==> config.mk <==
export PLATFORM = sky130hd
export DESIGN_NAME = report_status_arbiter_flat
export DESIGN_NICKNAME = d
export VERILOG_FILES = /design/src/rtl/report_status_arbiter_if.sv /design/src/rtl/report_status_arbiter.sv /design/src/flat_wrapper.sv
export SDC_FILE = /design/constraint.sdc
export NUM_CORES = 1
export LEC_CHECK = 0
export ABC_AREA = 1
export CORE_AREA = 2 2 212 214
export DETAILED_ROUTE_END_ITERATION = 8
export DIE_AREA = 0 0 214 216
export PLACE_DENSITY = 0.68
export SYNTH_ARGS = -nofsm -noshare
export SYNTH_HDL_FRONTEND = slang
export SYNTH_SLANG_ARGS = --single-unit
==> constraint.sdc <==
create_clock -name clock -period 1.86 [get_ports clock]
set_input_delay 0.372 -clock clock [delete_from_list [all_inputs] [get_ports clock]]
set_output_delay 0.372 -clock clock [all_outputs]
set_load 0.01 [all_outputs]
==> src/rtl/report_status_arbiter_if.sv <==
// Report channel between status sources, the arbiter and the MMIO block.
// Carries per-source capture handshakes plus the single presented report.
interface report_status_arbiter_if #(
  parameter int NUM_REQ = 4,
  parameter int DATA_W  = 64,
  parameter int SRC_W   = $clog2(NUM_REQ)
) ();

  logic [NUM_REQ-1:0]             req_valid;
  logic [NUM_REQ-1:0][DATA_W-1:0] req_data;
  logic [NUM_REQ-1:0]             req_ready;
  logic [DATA_W-1:0]              report_status;
  logic                           report_valid;
  logic [SRC_W-1:0]               report_source;
  logic                           report_ack;

  modport master (
    output req_valid,
    output req_data,
    output report_ack,
    input  req_ready,
    input  report_status,
    input  report_valid,
    input  report_source
  );

  modport slave (
    input  req_valid,
    input  req_data,
    input  report_ack,
    output req_ready,
    output report_status,
    output report_valid,
    output report_source
  );

endinterface

==> src/rtl/report_status_arbiter.sv <==
// Round-robin arbiter sharing one MMIO status-report channel
// between NUM_REQ sources, each with a one-entry capture slot.
module report_status_arbiter #(
  parameter int NUM_REQ = 4,
  parameter int DATA_W  = 64,
  parameter int SRC_W   = $clog2(NUM_REQ)
) (
  input  logic                     clock,
  input  logic                     rstn,
  input  logic                     soft_rstn,
  input  logic                     enabled_in,
  report_status_arbiter_if.slave   bus,
  output logic [31:0]              report_count,
  output logic                     busy
);

  typedef enum logic [1:0] {
    ARB_RESET,
    ARB_IDLE,
    ARB_MMIO_REQ
  } state_t;

  state_t                         state;
  logic                           enabled;
  logic [NUM_REQ-1:0]             slot_full;
  logic [NUM_REQ-1:0][DATA_W-1:0] slot_data;
  logic [SRC_W-1:0]               last_grant;
  logic [SRC_W-1:0]               src_q;
  logic [DATA_W-1:0]              status_q;
  logic                           valid_q;
  logic [31:0]                    count_q;

  logic [SRC_W-1:0]               win;
  logic [SRC_W-1:0]               idx;
  logic                           found;

  // First full slot after the last grant, wrapping around.
  always_comb begin
    found = 1'b0;
    win   = '0;
    idx   = '0;
    for (int k = 1; k <= NUM_REQ; k++) begin
      idx = SRC_W'((int'(last_grant) + k) % NUM_REQ);
      if (!found && slot_full[idx]) begin
        found = 1'b1;
        win   = idx;
      end
    end
  end

  always_ff @(posedge clock or negedge rstn) begin
    if (!rstn) begin
      state      <= ARB_RESET;
      enabled    <= 1'b0;
      slot_full  <= '0;
      slot_data  <= '0;
      last_grant <= SRC_W'(NUM_REQ - 1);
      src_q      <= '0;
      status_q   <= '0;
      valid_q    <= 1'b0;
      count_q    <= '0;
    end else if (!soft_rstn) begin
      state      <= ARB_IDLE;
      enabled    <= 1'b0;
      slot_full  <= '0;
      slot_data  <= '0;
      last_grant <= SRC_W'(NUM_REQ - 1);
      src_q      <= '0;
      status_q   <= '0;
      valid_q    <= 1'b0;
      count_q    <= '0;
    end else begin
      enabled <= enabled_in;
      if (enabled) begin
        for (int i = 0; i < NUM_REQ; i++) begin
          if (bus.req_valid[i] && !slot_full[i]) begin
            slot_full[i] <= 1'b1;
            slot_data[i] <= bus.req_data[i];
          end
        end
        unique case (state)
          ARB_RESET: begin
            status_q <= '0;
            valid_q  <= 1'b0;
            state    <= ARB_IDLE;
          end
          ARB_IDLE: begin
            if (found) begin
              status_q   <= slot_data[win];
              src_q      <= win;
              valid_q    <= 1'b1;
              last_grant <= win;
              state      <= ARB_MMIO_REQ;
            end else begin
              status_q <= '0;
              valid_q  <= 1'b0;
            end
          end
          ARB_MMIO_REQ: begin
            if (bus.report_ack) begin
              slot_full[src_q] <= 1'b0;
              valid_q          <= 1'b0;
              status_q         <= '0;
              if (count_q != 32'hFFFF_FFFF)
                count_q <= count_q + 32'd1;
              state <= ARB_IDLE;
            end
          end
          default: state <= ARB_IDLE;
        endcase
      end
    end
  end

  assign bus.req_ready     = {NUM_REQ{enabled}} & ~slot_full;
  assign bus.report_status = status_q;
  assign bus.report_valid  = valid_q;
  assign bus.report_source = src_q;
  assign report_count      = count_q;
  assign busy              = (|slot_full) | valid_q;

endmodule

==> src/flat_wrapper.sv <==
// flat-port wrapper written by rule: the top's interface ports become plain ports
module report_status_arbiter_flat 
#(
  parameter int NUM_REQ = 4,
  parameter int DATA_W  = 64,
  parameter int SRC_W   = $clog2(NUM_REQ)
)
  (clock, rstn, soft_rstn, enabled_in, report_count, busy, bus_req_valid, bus_req_data, bus_report_ack, bus_req_ready, bus_report_status, bus_report_valid, bus_report_source);
  report_status_arbiter_if #(.NUM_REQ(NUM_REQ), .DATA_W(DATA_W), .SRC_W(SRC_W)) bus_i ();
  input  logic clock;
  input  logic rstn;
  input  logic soft_rstn;
  input  logic enabled_in;
  output logic [31:0] report_count;
  output logic busy;
  input wire logic [$bits(bus_i.req_valid)-1:0] bus_req_valid;
  input wire logic [$bits(bus_i.req_data)-1:0] bus_req_data;
  input wire logic [$bits(bus_i.report_ack)-1:0] bus_report_ack;
  output wire logic [$bits(bus_i.req_ready)-1:0] bus_req_ready;
  output wire logic [$bits(bus_i.report_status)-1:0] bus_report_status;
  output wire logic [$bits(bus_i.report_valid)-1:0] bus_report_valid;
  output wire logic [$bits(bus_i.report_source)-1:0] bus_report_source;
  assign bus_i.req_valid = bus_req_valid;
  assign bus_i.req_data = bus_req_data;
  assign bus_i.report_ack = bus_report_ack;
  assign bus_req_ready = bus_i.req_ready;
  assign bus_report_status = bus_i.report_status;
  assign bus_report_valid = bus_i.report_valid;
  assign bus_report_source = bus_i.report_source;
  report_status_arbiter #(.NUM_REQ(NUM_REQ), .DATA_W(DATA_W), .SRC_W(SRC_W)) u_core (.clock(clock), .rstn(rstn), .soft_rstn(soft_rstn), .enabled_in(enabled_in), .bus(bus_i), .report_count(report_count), .busy(busy));
endmodule
Word-level counts from Yosys, hierarchy flattened
Index checks and enable logic that the tools add are counted.
- register bits: 364
- bits of input ports: 265
- output and inout port bits: 104
- word-level logic and storage cells: 138
- add/sub/neg operators: 5
- magnitude comparators: 7
- equal/unequal tests: 16
- multiplexer cells: 68
- bitwise logic cells: 5
- reduce and logical (&&, ||, !) cells: 25
- operator list (kind ; number):
    two-way mux 64 bit ; 9
    two-way mux 256 bit ; 2
    one-hot mux 64 bit (3 select lines) ; 1
    two-way mux 32 bit ; 5
    binary-select mux 64 bit (select 2 bit) ; 1
    adder 32 x 1 -> 32 bit (second input constant) ; 1
    != test 32 bit (second input constant) ; 1
    two-way mux 1 bit ; 26
    two-way mux 2 bit ; 13
    != test 2 x 1 -> 1 bit (second input constant) ; 10
    less-than comparator 2 x 3 -> 1 bit (second input constant) ; 6
    two-way mux 4 bit ; 4
    AND reduction 3 bit ; 3
    AND 4 bit ; 2
    binary-select mux 1 bit (select 2 bit) ; 4
    logical AND 1 bit ; 8
    NOT 4 bit ; 2
    AND reduction 2 bit ; 4
    zero test 1 bit ; 7
    adder 2 x 1 -> 2 bit (second input constant) ; 2
    adder 2 bit (second input constant) ; 2
    != test 4 x 1 -> 1 bit (second input constant) ; 1
    one-hot mux 2 bit (2 select lines) ; 1
    AND reduction 4 bit ; 1
    10 further kinds ; 10

Longest topological paths before layout
Gate-level depths: netlist of run 1.
- word-level depth: 19
- gate-level depth with buffers: 17
- gate-level depth less buffers: 14

Worst setup path before layout of run 1
OpenSTA, ideal clock, no wires.
- path kind: reg2reg
- start: reg u_core.count_q[1], in the netlist u_core.report_count[1]
- end: reg u_core.count_q[0], in the netlist u_core.report_count[0]
- setup time: 0.122 ns
- arrival time: 1.801 ns
- data required time: 1.738 ns
- setup slack: -0.063 ns
- cell stages (with the launch flop): 12
- path buffers: 1
- period minus slack after synthesis: 1.923 ns
- path through: dfrtp_1 ha_1 inv_1 nor3_4 nand2_2 nor2_1 nand3_1 nand3b_1 inv_1 buf_2 nand3_1 o21ai_1
- longest elaborated chain between the ends: 3
- ends and longest elaborated chain (element ; RTL line ; RTL):
    start: declaration ; report_status_arbiter.sv:31 ; logic [31:0] count_q;
    start signal: assignment ; report_status_arbiter.sv:105 ; count_q <= count_q + 32'd1;
    != test 32 bit ; report_status_arbiter.sv:104 ; if (count_q != 32'hFFFF_FFFF)
    != test 2 x 1 -> 1 bit (no line) ; - ;
    AND reduction 4 bit (no line) ; - ;
Every way passes these cells.
A chain may end at the register's enable or synchronous reset.

Final worst setup path of run 1
- start: reg u_core.last_grant[0]
- end: reg u_core.status_q[51], in the netlist u_core.bus.report_status[51]
- longest elaborated chain between the ends: 19
- elaborated cells between the ends (all ways): 32
- classes of those cells: 4 x add/sub; 22 x mux; 6 x reduce/logical
- ends and longest elaborated chain (element ; RTL line ; RTL):
    start: declaration ; report_status_arbiter.sv:27 ; logic [SRC_W-1:0] last_grant;
    start signal: assignment ; report_status_arbiter.sv:57 ; last_grant <= SRC_W'(NUM_REQ - 1);
    start signal: assignment ; report_status_arbiter.sv:67 ; last_grant <= SRC_W'(NUM_REQ - 1);
    start signal: assignment ; report_status_arbiter.sv:92 ; last_grant <= win;
    adder 2 x 1 -> 2 bit ; report_status_arbiter.sv:43 ; idx = SRC_W'((int'(last_grant) + k) % NUM_REQ);
    binary-select mux 1 bit (select 2 bit) ; report_status_arbiter.sv:44 ; if (!found && slot_full[idx]) begin
    two-way mux 1 bit (implied by the code) ; report_status_arbiter.sv:44 ;
    two-way mux 1 bit ; report_status_arbiter.sv:44 ;
    zero test 1 bit ; report_status_arbiter.sv:44 ;
    logical AND 1 bit ; report_status_arbiter.sv:44 ;
    two-way mux 1 bit ; report_status_arbiter.sv:44 ;
    zero test 1 bit ; report_status_arbiter.sv:44 ;
    [... 3 more ...] ; - ;
    logical AND 1 bit ; report_status_arbiter.sv:44 ;
    two-way mux 2 bit ; report_status_arbiter.sv:44 ;
    binary-select mux 64 bit (select 2 bit) ; report_status_arbiter.sv:89 ; status_q <= slot_data[win];
    two-way mux 64 bit (implied by the code) ; report_status_arbiter.sv:89 ;
    two-way mux 64 bit * ; report_status_arbiter.sv:88 ; if (found) begin
    one-hot mux 64 bit (3 select lines) * ; report_status_arbiter.sv:81 ; unique case (state)
    two-way mux 64 bit * ; report_status_arbiter.sv:74 ; if (enabled) begin
    two-way mux 64 bit * ; report_status_arbiter.sv:62 ; end else if (!soft_rstn) begin
    end signal: assignment ; report_status_arbiter.sv:89 ;
    end: declaration ; report_status_arbiter.sv:29 ; logic [DATA_W-1:0] status_q;
Mark *: on every way between the ends. The rest lies on a longest branch, timed or not. The select of a mux whose other input is x is not followed.

==> metrics.txt, run 1 <==
Min-Delay Path Depth=3; fin util=60.1%; Final Hold Viols=0; worst-margin pin slew=0.898 ns; most common cell after layout, fill and taps aside=nand2_1; CTS tree=done; Hold WS=0.111 ns; PwrDens=918 mW/mm^2; Critical R2R Capture=u_core.bus.report_status[51]; DRT Wirelength=72.8 mm; FF-to-FF path depth=14; unrepaired setup endpoints after global routing=true; Finished Layout Cells=about 3.3k; # H-tree levels=2; min-delay src=soft_rstn; DRC viols=0; Detailed Route Iter0 Violations=approximately 2.0k; cell taking the most area after synthesis=dfrtp_1; Rows=77; clk sink count=364; nets=2960; EDFF count, synth=0; sequential area share after synthesis=51.2%; Min Clock Period, post-route=2.21 ns; Num CTS Buffers=41; TritonRoute pass-1 iters=7; Worst path most repeated cell=nand2_4; syn nets=~2.5k; FMAX=0.452 GHz; dpl cell area=0.0231 sq mm; Seq cells post-synth=364; total power=24200 uW; critical path class=reg -> reg; gpl congestion=just over 0.9; Area contributors post-synth=dfrtp_1 51%, nand2_1 16%, nand3_1 10%; PnR worst setup slack=-0.354 ns; die area=0.0462 sq mm; remaining antenna violation count=0; clk buf depth=3; Mapped Area=roughly 0.018 sq mm; Via Count=19.1k; Post-synth top flop=dfrtp_1; Skew-Pair Late Insertion Delay=0.57 ns; gr usage total=around 30%; critical path arrival=2.67 ns; worst path buffer plus inverter count=4; worst-path cell chain=clkinv_4 -> nand2_4 -> nand2_4 -> nand2_4 -> nand2_4 -> buf_6 -> nor2_2 -> nand2_2 -> nand2_8 -> buf_8 -> buf_12 -> nand3_2 -> nand3_2 -> nand2_1; Setup violations, final=90; first-pass GRT wire length=roughly 110 mm; worst-path maximum fanout=8; vias per inst=5.74; Lkg Pwr=0.0121 uW; crit-path leading delay family=simple AND/OR/NAND/NOR gates; Cells after Synth=2272; worst reg-to-reg setup slack=-0.35 ns; IO Count=between 300 and 400; initial antenna violation count=8; Async SR Flop Fraction=100%; Maximum Capacitance Violations=0; Min-Delay Path Class=in -> reg; Cell Count Post-Placement=3193; die width=214 um; global route overflow=0; CP Data Required Time=approximately 2.3 ns; Worst IR Drop VDD=0.553 mV; Worst-path clk slew=around 0.06 ns; core area=0.0438 sq mm; failing checks=negative setup slack; Rel. slew slack=40.1%; largest net degree at the start of global routing=106; share of layout cells above drive strength 1=18.4%; final max-slew violation count=0; Synth warnings=0; initial core utilization=40.6%; Mean Syn Cell Area=7.83 sq um; Root Driver=clkbuf_16; commonest non-fill, non-tap cells in the layout=691 x nand2_1, 355 x dfrtp_1, 267 x nand3_1; Die Height=216 um; reg-to-reg startpoint=u_core.last_grant[0]; critical path startpoint category=register; Layout Skew=0.0146 ns; top cell type's share of synthesized area=between 50% and 60%; Final Cycle Share=119%; area grow syn2layout=48.1%; post-synth cell types=31; CP max-delay cell=dfstp_2; hold endpoint=u_core.report_count[16]; Port Buffers=roughly 370; status=complete, but fails checks; vias in the first global route=roughly 19k; fin area=between 0.02 and 0.03 sq mm; CP max stage delay=0.59 ns; WL/cell=21.9 um; Crit. End Element=register; hpwl dp=46.3 mm
-- worst max path at each step --
stage / startpoint / endpoint / slack, ns / depth (start not counted)
after global routing: u_core.last_grant[0] / u_core.bus.report_status[50] / -0.44 / 14
final: u_core.last_grant[0] / u_core.bus.report_status[51] / -0.35 / 14
after floorplan: u_core.last_grant[0] / u_core.bus.report_status[10] / -0.002 / 16
after detailed placement: u_core.last_grant[0] / u_core.bus.report_status[9] / -0.31 / 14
after CTS: u_core.last_grant[0] / u_core.bus.report_status[37] / -0.23 / 14
after global placement: u_core.last_grant[0] / u_core.bus.report_status[9] / -0.27 / 13
-- metrics by stage --
| step | setup WS [ns] | TNS (ns) |
|---|---|---|
| 2_1_floorplan | -0.00181 | -0.100 |
| 3_3_place_gp | -0.272 | -14.09 |
| 3_5_place_dp | -0.308 | -17.87 |
| 4_1_cts | -0.234 | -13.09 |
| 5_1_grt | -0.443 | -29.49 |
| 6_report | -0.354 | -20.83 |
-- worst register-to-register path: cells and delay by family, from the launching register on --
kind	cells	cell delay, ns
flip-flops	1	0.59
buffers and inverters	4	0.59
AND/OR/NAND/NOR	10	0.92
-- logic make-up after synthesis --
kind of cell,synth area share (%)
and+or+nand+nor,33.3
adders and majority gates,0.0703
xor gates and xnor gates,0.541
AOI/OAI and AO/OA,9.12
DFF,51.2
buffers and inverters,5.72
-- what timing repair did --
action,4_1_cts,5_1_grt
hold buffers,1,0
endpoints found under the hold margin,46,0
endpoints found under the setup margin,170,108
buffers inserted,13,11
cloned,5,21
pin swaps,7,30
gates resized for setup,185,247
-- report_power, final --
part | switching (uW) | internal, uW | total (uW)
sequential | 237 | 8230 | 8470
combinational | 4000 | 3180 | 7180
clock | 3460 | 5070 | 8530
-- routing by layer --
| metal | GRT usage (%) | wire [um] | vias up |
|---|---|---|---|
| li1 | - | - | 8548 |
| met5 | 0 | 59 | - |
| met3 | 7.48 | 7120 | 199 |
| met1 | 39.6 | 29200 | 9258 |
| met4 | 11.2 | 3040 | 10 |
| met2 | 46.0 | 33300 | 1057 |
-- cell type report --
| cell class | instances | area (sq um) |
|---|---|---|
| Antenna cell | 4 | 10.0 |
| Clock buffer | 58 | 1200 |
| Clock inverter | 16 | 203 |
| Fill cell | 3778 | 17500 |
| Inverter | 43 | 203 |
| Multi-Input combinational cell | 1674 | 8740 |
| Sequential cell | 364 | 9120 |
| Tap cell | 592 | 741 |
| Timing Repair Buffer | 570 | 6130 |
-- registers in the layout, indices dropped and copies added (netlist names) --
signal / flops
u_core.slot_full: 4
u_core.last_grant: 2
u_core.bus.report_status: 64
u_core.slot_data: 256
u_core.report_count: 32
u_core.bus.report_valid: 1
u_core.bus.report_source: 2
u_core.enabled: 1
u_core.state: 2
-- synthesized netlist by cell type (5+ instances only) --
| master | count |
|---|---|
| clkbuf_1 | 100 |
| nand4_1 | 136 |
| o21ai_1 | 21 |
| nor3_1 | 17 |
| buf_2 | 47 |
| o31ai_1 | 10 |
| xor2_1 | 6 |
| nand3b_1 | 8 |
| nand3_1 | 356 |
| buf_4 | 15 |
| buf_1 | 26 |
| dfrtp_1 | 362 |
| nor2_1 | 50 |
| xnor2_1 | 5 |
| o21ai_0 | 144 |
| a21oi_1 | 140 |
| inv_1 | 38 |
| nand2_1 | 763 |
No activity file was read; power rests on OpenSTA's default activity.
==> inputs of run 2 (changes only) <==
--- a/config.mk
+++ b/config.mk
@@ -6,10 +6,12 @@
 export NUM_CORES = 1
 export LEC_CHECK = 0
 export ABC_AREA = 1
-export CORE_AREA = 2 2 212 214
+export CELL_PAD_IN_SITES_DETAIL_PLACEMENT = 1
+export CELL_PAD_IN_SITES_GLOBAL_PLACEMENT = 1
+export CORE_AREA = 10 10 216 269
 export DETAILED_ROUTE_END_ITERATION = 8
-export DIE_AREA = 0 0 214 216
-export PLACE_DENSITY = 0.68
+export DIE_AREA = 0 0 226 279
+export PLACE_DENSITY_LB_ADDON = 0.1
 export SYNTH_ARGS = -nofsm -noshare
 export SYNTH_HDL_FRONTEND = slang
 export SYNTH_SLANG_ARGS = --single-unit
==> run 2 against run 1 <==
Net effect: largest power group is now sequential cells; critical path depth up 2; register-to-register slack got worse by 0.02 ns; via count is 2.1% lower; the flow still finishes with violations (negative setup slack); sequential power hardly changed; total power grew 2.1%; largest cell class unchanged; final cell count grew 2.3%; count of clock-buffer cells in the layout rose by 12; design area is 0.52% higher; combinational power is 11% higher.
==> metrics.txt, run 2 (synthesis results as in run 1) <==
status=complete, but fails checks; failing checks=negative setup slack; Hold WS=0.274 ns (+0.163 ns); remaining antenna violation count=0 (unchanged); Setup violations, final=69 (-23%); internal power=16600 uW (+0.81%); core area=0.0526 sq mm (+20%); Worst-path clk slew=0.06 ns (about the same); worst reg-to-reg setup slack=-0.37 ns (-0.02 ns); global route overflow=0 (unchanged); Biggest register=u_core.slot_data; final setup TNS=-21.85 ns (-1.02 ns); share of layout cells above drive strength 1=17.9% (-0.48 points); initial antenna violation count=4 (-4); CTS tree=done; clk sink count=364 (unchanged); initial core utilization=33.8% (-6.7 points); CP max stage delay=0.61 ns (+0.02 ns); PnR worst setup slack=-0.374 ns (-0.0198 ns); Via Count=18.7k (-2.1%); TritonRoute pass-1 iters=5 (-2); Seq pwr share=34.4% (-0.6 points); final max-slew violation count=0 (unchanged); unrepaired setup endpoints after global routing=true; Skew-Pair Late Insertion Delay=0.58 ns (about the same); DRT Wirelength=82.5 mm (+13%); CP Data Required Time=2.32 ns (about the same); PwrDens=932 mW/mm^2 (+1.6%); Maximum Capacitance Violations=0 (unchanged); sw power=8070 uW (+4.9%); worst-path cell chain=inv_4 -> nand2_2 -> nand2_2 -> nand2_2 -> nand2_2 -> inv_4 -> buf_6 -> nand2_4 -> nand2_4 -> nand3_4 -> buf_12 -> clkbuf_16 -> nand2_1 -> nand3_1 -> nand3_1 -> nand2_1; most common cell after layout, fill and taps aside=nand2_1; setup slack after placement=-0.375 ns (-0.0678 ns); Min Clock Period, post-route=2.23 ns (+0.0198 ns); area grow syn2layout=48.8%; Switching Share=32.7% (+0.87 points); critical path class=reg -> reg; CP max-delay cell=dfstp_2; Port Buffers=368 (unchanged); hpwl dp=53.0 mm (+14%); FMAX=0.448 GHz (-0.89%); vias per inst=5.49 (-4.3%); # H-tree levels=2 (unchanged); gr usage total=25.1% (-4.4 points); critical path arrival=2.70 ns (+0.03 ns); crit-path leading delay family=simple AND/OR/NAND/NOR gates; Worst IR Drop VDD=0.533 mV (-3.5%); first-pass GRT wire length=123 mm (+15%); DRC viols=0 (unchanged); Num CTS Buffers=42 (+2.4%); dpl cell area=0.0232 sq mm (+0.55%); fin area=0.0265 sq mm (+0.52%); IO Count=369 (unchanged); FF-to-FF path depth=16 (+2); Min-Delay Path Class=in -> reg; Worst path most repeated cell=nand2_2; Layout Skew=0.0261 ns (+0.0115 ns); Rows=94 (+22%); Clk pwr share=33.4% (-1.9 points); largest net degree at the start of global routing=98 (-7.5%); nets=2961 (+0.034%); Lkg Pwr=0.0122 uW (+1.5%); Final Hold Viols=0 (unchanged); die width=226 um (+5.6%); gpl congestion=0.860 (-5.7%); worst-margin pin slew=0.572 ns (-0.326 ns); die area=0.0631 sq mm (+36%); vias in the first global route=19.9k (+7.2%); Critical R2R Capture=u_core.bus.report_status[43]; Crit. End Element=register; worst path buffer plus inverter count=5 (+1); commonest non-fill, non-tap cells in the layout=683 x nand2_1, 356 x dfrtp_1, 268 x nand3_1; Final Cycle Share=120% (+1.1 points); worst-path maximum fanout=8 (unchanged); max reg flops=256 (unchanged); critical path startpoint category=register; Die Height=279 um (+29%); Rel. slew slack=61.8% (+22 points); Root Driver=clkbuf_16; fin util=50.4% (-9.7 points); Detailed Route Iter0 Violations=1390 (-29%); reg-to-reg startpoint=u_core.last_grant[0]; min-delay src=soft_rstn; combinational power share=32.2% (+2.5 points); hold endpoint=u_core.report_count[3]; clk buf depth=3 (unchanged); Min-Delay Path Depth=4 (+1); WL/cell=24.3 um (+11%)
==> run 2: cell types whose count changed in the layout (fill, tap and decap cells not counted), moves of 7 or more <==
| cell | previous run | this run |
|---|---|---|
| nand2_4 | 35 | 18 |
| dlymetal6s2s_1 | 5 | 20 |
| clkbuf_16 | 58 | 51 |
| buf_16 | 6 | 19 |
| dlygate4sd2_1 | 93 | 79 |
| nand2_2 | 40 | 66 |
| o31ai_1 | 1 | 9 |
| buf_12 | 41 | 51 |
| nand2_1 | 691 | 683 |
| clkbuf_8 | 9 | 16 |
| o21ai_2 | 10 | 2 |
| buf_4 | 115 | 102 |
==> run 2: layout make-up <==
cell class	count	area, sq um
multi-input combinational	1674	8570
clock inverter	4	31.3
tap	672	841
fill	6076	26100
inverter	43	190
clock buffer	70	1320
sequential	364	9120
antenna	2	5.00
timing repair buffer	570	6410
==> run 2: timing repair <==
| item | in CTS | in global routing |
|---|---|---|
| setup endpoints to repair | 188 | 132 |
| resized for setup | 232 | 174 |
| gates cloned | 16 | 10 |
| hold endpoints to repair | 23 | 0 |
| setup buffers | 24 | 7 |
| hold buffers | 1 | 0 |
| pin swaps | 34 | 51 |
==> run 2: through the flow <==
| stage | total power, uW | instances |
|---|---|---|
| finish | 24700 | 3399 |
| global route | 25700 | 3399 |
| CTS | 24000 | 3380 |
| detailed placement | 13900 | 3265 |
| global placement | 13800 | 3265 |
| floorplan | 11100 | 2272 |
==> run 2: power by group through the flow <==
stage / sequential [uW] / combinational [uW] / clock (uW)
3_3_place_gp: 8610 / 5220 / 0
3_5_place_dp: 8610 / 5300 / 0
6_report: 8480 / 7950 / 8250
4_1_cts: 8470 / 7120 / 8420
2_1_floorplan: 8580 / 2560 / 0
5_1_grt: 8510 / 8380 / 8780
==> run 2: worst max path at each step <==
| stage | from | cells after the start | slack, ns | to |
|---|---|---|---|---|
| finish | u_core.last_grant[0] | 16 | -0.37 | u_core.bus.report_status[43] |
| global route | u_core.last_grant[0] | 16 | -0.48 | u_core.bus.report_status[35] |
| CTS | u_core.last_grant[0] | 16 | -0.31 | u_core.bus.report_status[47] |
| detailed placement | u_core.last_grant[0] | 14 | -0.38 | u_core.bus.report_status[47] |
| global placement | u_core.last_grant[0] | 14 | -0.27 | u_core.bus.report_status[53] |
| floorplan | u_core.last_grant[0] | 16 | -0.002 | u_core.bus.report_status[10] |
==> run 2: per-layer routing <==
metal	GRT usage (%)	part of all wire (%)	vias to the layer above
li1	-	-	8544
met3	4.51	5.3	127
met5	0	0	-
met2	42.7	51	569
met4	8.52	2.9	0
met1	31.3	41	9433
==> run 2: tightest hold or removal path: stages <==
cell and delay, ns:
buf_8 0.10, buf_4 0.19, nand2_1 0.09, nor2_1 0.03
